### src/rtl/uart_tx_fifo.sv
// rtl/uart_tx_fifo.sv - buffered 8N1 UART transmitter with byte FIFO and back-to-back framing
module uart_tx_fifo #(
    parameter int CLKS_PER_BIT = 104,
    parameter int FIFO_DEPTH   = 16,
    parameter int ADDR_W       = 4
) (
    input  logic              clk,
    input  logic              rst_n,
    input  logic [7:0]        tx_data,
    input  logic              tx_valid,
    output logic              tx_ready,
    output logic              uart_tx,
    output logic              busy,
    output logic [ADDR_W:0]   fifo_count
);

    localparam int CNT_W = $clog2(CLKS_PER_BIT);
    localparam logic [CNT_W-1:0] BIT_LAST  = CNT_W'(CLKS_PER_BIT - 1);
    localparam logic [ADDR_W:0]  FULL_CNT  = (ADDR_W + 1)'(FIFO_DEPTH);

    typedef enum logic [1:0] {IDLE, START, DATA, STOP} state_t;

    state_t            state;
    logic [7:0]        mem [FIFO_DEPTH];
    logic [ADDR_W-1:0] wr_ptr;
    logic [ADDR_W-1:0] rd_ptr;
    logic [CNT_W-1:0]  bit_cnt;
    logic [2:0]        bit_idx;
    logic [7:0]        shift;
    logic              push;
    logic              pop;
    logic              not_empty;
    logic              bit_done;

    assign tx_ready  = (fifo_count != FULL_CNT);
    assign push      = tx_valid & tx_ready;
    assign not_empty = (fifo_count != '0);
    assign bit_done  = (bit_cnt == BIT_LAST);
    // A byte leaves the FIFO only when the serialiser is ready to start a new frame.
    assign pop       = not_empty & ((state == IDLE) | ((state == STOP) & bit_done));
    assign busy      = (state != IDLE) | not_empty;

    always_ff @(posedge clk) begin
        if (push) begin
            mem[wr_ptr] <= tx_data;
        end
    end

    always_ff @(posedge clk or negedge rst_n) begin
        if (!rst_n) begin
            wr_ptr     <= '0;
            rd_ptr     <= '0;
            fifo_count <= '0;
        end else begin
            if (push) begin
                wr_ptr <= wr_ptr + 1'b1;
            end
            if (pop) begin
                rd_ptr <= rd_ptr + 1'b1;
            end
            case ({push, pop})
                2'b10:   fifo_count <= fifo_count + 1'b1;
                2'b01:   fifo_count <= fifo_count - 1'b1;
                default: fifo_count <= fifo_count;
            endcase
        end
    end

    always_ff @(posedge clk or negedge rst_n) begin
        if (!rst_n) begin
            state   <= IDLE;
            uart_tx <= 1'b1;
            bit_cnt <= '0;
            bit_idx <= '0;
            shift   <= '0;
        end else begin
            case (state)
                IDLE: begin
                    uart_tx <= 1'b1;
                    bit_cnt <= '0;
                    if (pop) begin
                        shift   <= mem[rd_ptr];
                        uart_tx <= 1'b0;
                        state   <= START;
                    end
                end
                START: begin
                    if (bit_done) begin
                        bit_cnt <= '0;
                        bit_idx <= '0;
                        uart_tx <= shift[0];
                        state   <= DATA;
                    end else begin
                        bit_cnt <= bit_cnt + 1'b1;
                    end
                end
                DATA: begin
                    if (bit_done) begin
                        bit_cnt <= '0;
                        if (bit_idx == 3'd7) begin
                            uart_tx <= 1'b1;
                            state   <= STOP;
                        end else begin
                            // Line takes the next bit from the pre-shift value so it is registered.
                            bit_idx <= bit_idx + 1'b1;
                            shift   <= {1'b0, shift[7:1]};
                            uart_tx <= shift[1];
                        end
                    end else begin
                        bit_cnt <= bit_cnt + 1'b1;
                    end
                end
                STOP: begin
                    if (bit_done) begin
                        bit_cnt <= '0;
                        if (pop) begin
                            shift   <= mem[rd_ptr];
                            uart_tx <= 1'b0;
                            state   <= START;
                        end else begin
                            uart_tx <= 1'b1;
                            state   <= IDLE;
                        end
                    end else begin
                        bit_cnt <= bit_cnt + 1'b1;
                    end
                end
                default: begin
                    uart_tx <= 1'b1;
                    state   <= IDLE;
                end
            endcase
        end
    end

endmodule
### config.mk
export PLATFORM = sky130hd
export DESIGN_NAME = uart_tx_fifo
export DESIGN_NICKNAME = d
export VERILOG_FILES = /design/src/rtl/uart_tx_fifo.sv
export SDC_FILE = /design/constraint.sdc
export NUM_CORES = 1
export LEC_CHECK = 0
export BUFFER_PORTS_ARGS = -buffer_cell sky130_fd_sc_hd__buf_2
export CELL_PAD_IN_SITES_DETAIL_PLACEMENT = 0
export CELL_PAD_IN_SITES_GLOBAL_PLACEMENT = 2
export CORE_MARGIN = 2
export CORE_UTILIZATION = 35
export DETAILED_ROUTE_END_ITERATION = 7
export PLACE_DENSITY_LB_ADDON = 0.1
export REMOVE_ABC_BUFFERS = 1
export SLEW_MARGIN = 30
export SYNTH_ARGS = -nofsm -noshare
export SYNTH_HDL_FRONTEND = slang
export SYNTH_SLANG_ARGS = --single-unit
### constraint.sdc
create_clock -name clk -period 4.5 [get_ports clk]
set_input_delay 0 -clock clk [delete_from_list [all_inputs] [get_ports clk]]
set_output_delay 0 -clock clk [all_outputs]
set_load 0.02 [all_outputs]
==> impl_results.md <==
* Status: complete, no violations
* CP max stage delay at 0.43 ns
* Final hold vios at 0
* Final period util at 68.1%
* Mean Syn Cell Area at 16.0 sq um
* Post-place instance area at 0.00735 sq mm
* Most used cell, CP: ha_1
* Gp weighted congestion at 0.738
* Slew @ Worst Pin at 0.941 ns
* Reg2Reg Launch Point: state[0]
* Die area at 0.0212 sq mm
* Hold Path Class: in2reg
* TritonCTS clock tree: built
* DR WL/cell at 19.5 um
* Setup-failing EPs final at 0
* Reg2Reg Depth at 11
* Placed cells at 703
* DRC at 0
* PnR worst setup slack at 1.44 ns
* Reg2Reg Setup Slack at 1.44 ns
* Num rows at 51
* Crit path DAT at 3.41 ns
* Worst Skew at 0.00815 ns
* Setup bufs post-CTS at 0
* Vias per cell at 4.91
* Post-synth EDFFs at 128
* Share of flip-flops with an asynchronous set or reset at 21.0%
* Yosys cell types at 53
* Die W at 145 um
* Pre-CTS setup slack at 1.41 ns
* Initial DRC count at 196
* Worst Path Required at 4.85 ns
* Clock buffer depth at 2
* Clk root buf: clkbuf_16
* Worst reg2reg path endpoint: fifo_count[4]
* GR Overflow Total at 0
* #FFs+latches synth at 162
* TNS Setup at 0 ns
* Largest net degree at the start of global routing at 35
* Max Transition Viols Final at 0
* CP Max Fanout at 10
* WL final at 14500 um
* Clk sink count at 162
* NumNets Final at 495
* Ant diodes at 0
* Max Freq at 326 MHz
* Final Cell Area at 0.00804 sq mm
* Final min period at 3.06 ns
* Initial Util at 35.9%
* Register area share after synthesis at 67.0%
* IO Port Bufs at 18
* Die H at 145 um
* Cell Pwr Density at 654 mW/mm^2
* RSZ-0062 raised after global routing: false
* Leakage at 0.00285 uW
* Routed Antenna Nets at 0
* Maximum vdd ir drop at 0.273 mV
* Setup CP Type: reg2reg
* Cts bufs inserted at 17
* GRT Util Overall at 14.5%
* First-pass detailed-route iteration total at 4
* Ys Warns at 0
* Cell chain of the critical path: inv_1 > ha_1 > a31oi_1 > nor2_2 > ha_1 > xor2_1 > ha_1 > a31oi_1 > or2_2 > a21oi_1 > xor2_1
* H-Tree Level Count at 4
* Post-route insts no fill at 744
* Util after Layout at 41.2%
* HP Start: tx_valid
* CP bufs+invs at 1
* Post-Syn Area at 0.00700 sq mm
* Cell family with most CP delay: adder cells
* Hold Path Cell Cnt at 3
* Via count at 3655
* Fraction of layout cells with a size suffix above 1 at 21.9%
* Initial antenna violation count at 0
* Worst setup EP type: flop
* CTS resizes at 0
* Fillers at 1792
* Slowest CP cell: dfrtp_1
* Layout area overhead at 14.8%
* Prevailing post-synth register cell: edfxtp_1
* WHS Endpoint: wr_ptr[0]
* Hold Buf Count CTS at 9
* Clk pin slew, worst setup/hold paths at 0.07 ns
* Num ports at 19
* Via count of the first global-routing pass at 3752
* Slew HR at 37.3%
* Cells after synthesis at 439
* Maxcap violations at 0
* Core area at 0.0195 sq mm
* Worst skew pair latency at 0.43 ns
* HPWL after DPL at 9350 um
* First-pass GRT wire length at 22800 um
* Startpoint class of the critical path: flop
## cells in the final DEF, fill, tap and decap left out, types with 8 or more instances in the layout
master           n
buf_2           18
xor2_1           9
nand2_1         29
edfxtp_1       128
clkbuf_16       17
dlygate4sd3_1    9
nand3_1         11
mux2i_1         19
dfrtp_1         31
xnor2_1          8
o21ai_0         14
a22oi_1         13
ha_1            18
inv_1           11
mux4_2          22
nor2_1          21
## where the power goes
group	switching, uW	leakage, uW	internal [uW]
sequential	307	0.00157	1880
clock	622	0.000291	836
combinational	854	0.000989	763
total	1780	0.00285	3480
## area by class of cell
| cell class | instances | area (sq um) | share of cell area, % |
|---|---|---|---|
| sequential | 162 | 4700 | 58.4 |
| multi-input combinational | 243 | 2170 | 26.9 |
| clock buffer | 17 | 425 | 5.29 |
| tap | 265 | 332 | 4.12 |
| timing repair buffer | 31 | 210 | 2.61 |
| clock inverter | 15 | 171 | 2.13 |
| inverter | 11 | 41.3 | 0.513 |
## cell usage after synthesis (4+ instances only)
master	n	share of area [%]
mux2_4	7	1.5
nand2_1	29	1.6
a22oi_1	13	1.4
nor3_1	8	0.57
nor2_1	23	1.2
o21ai_0	14	1.0
nand3_1	11	0.79
a21oi_1	6	0.43
buf_2	4	0.29
clkbuf_1	11	0.59
dfrtp_1	33	12
mux2_2	7	1.1
inv_1	11	0.59
mux2i_1	19	2.7
edfxtp_1	128	55
buf_1	4	0.21
mux4_2	22	7.1
a31oi_1	4	0.36
o211ai_1	7	0.75
xnor2_1	8	1.0
ha_1	18	3.2
xor2_1	9	1.1
## how the worst max path moves through the flow
| stage | from | to | slack [ns] | depth (start not counted) |
|---|---|---|---|---|
| 2_1_floorplan | rd_ptr[0] | shift[1] | 1.38 | 5 |
| 5_1_grt | bit_cnt[3] | fifo_count[4] | 1.08 | 10 |
| 6_report | state[0] | fifo_count[4] | 1.44 | 11 |
| 4_1_cts | state[0] | fifo_count[4] | 1.41 | 11 |
| 3_5_place_dp | state[0] | fifo_count[4] | 1.41 | 11 |
| 3_3_place_gp | state[0] | fifo_count[4] | 1.48 | 11 |
## kinds of logic (layout without fill, tap and decap cells)
kind of cell               after synthesis  after routing  share of synthesized area, %
buffers and inverters                   34             74                          2.39
DFF                                    162            162                          67.0
adders and majority gates               18             18                          3.22
and+or+nand+nor                         93             93                          6.40
AOI/OAI and AO/OA                       59             59                          6.04
muxes                                   56             56                          12.8
xor gates and xnor gates                17             17                          2.13
## worst min-delay path, delay by kind of cell
kind / cells / cell delay (ns)
simple gates: 1 / 0.32
xor+xnor: 1 / 0.10
buf+inv: 1 / 0.07
## state kept, by name, summed over array words and instances (netlist names)
name,flops
uart_tx,1
wr_ptr,4
shift,8
rd_ptr,4
mem,128
bit_idx,3
bit_cnt,7
state,2
fifo_count,5
## metrics by stage
step,hold WS [ns],total power (uW)
final,0.113,5260
after floorplan,-0.296,3320
after global placement,0.161,3860
after detailed placement,0.159,3860
after CTS,0.0975,5340
after global routing,0.144,5580
## per-layer routing
layer	part of all wire (%)	global-route usage, %	vias to the layer above
met5	0	0	-
met4	1.0	4.61	0
met3	2.2	3.48	11
met2	50	24.0	54
met1	47	18.9	1852
li1	-	-	1738
(Power assumes the default switching activity.)
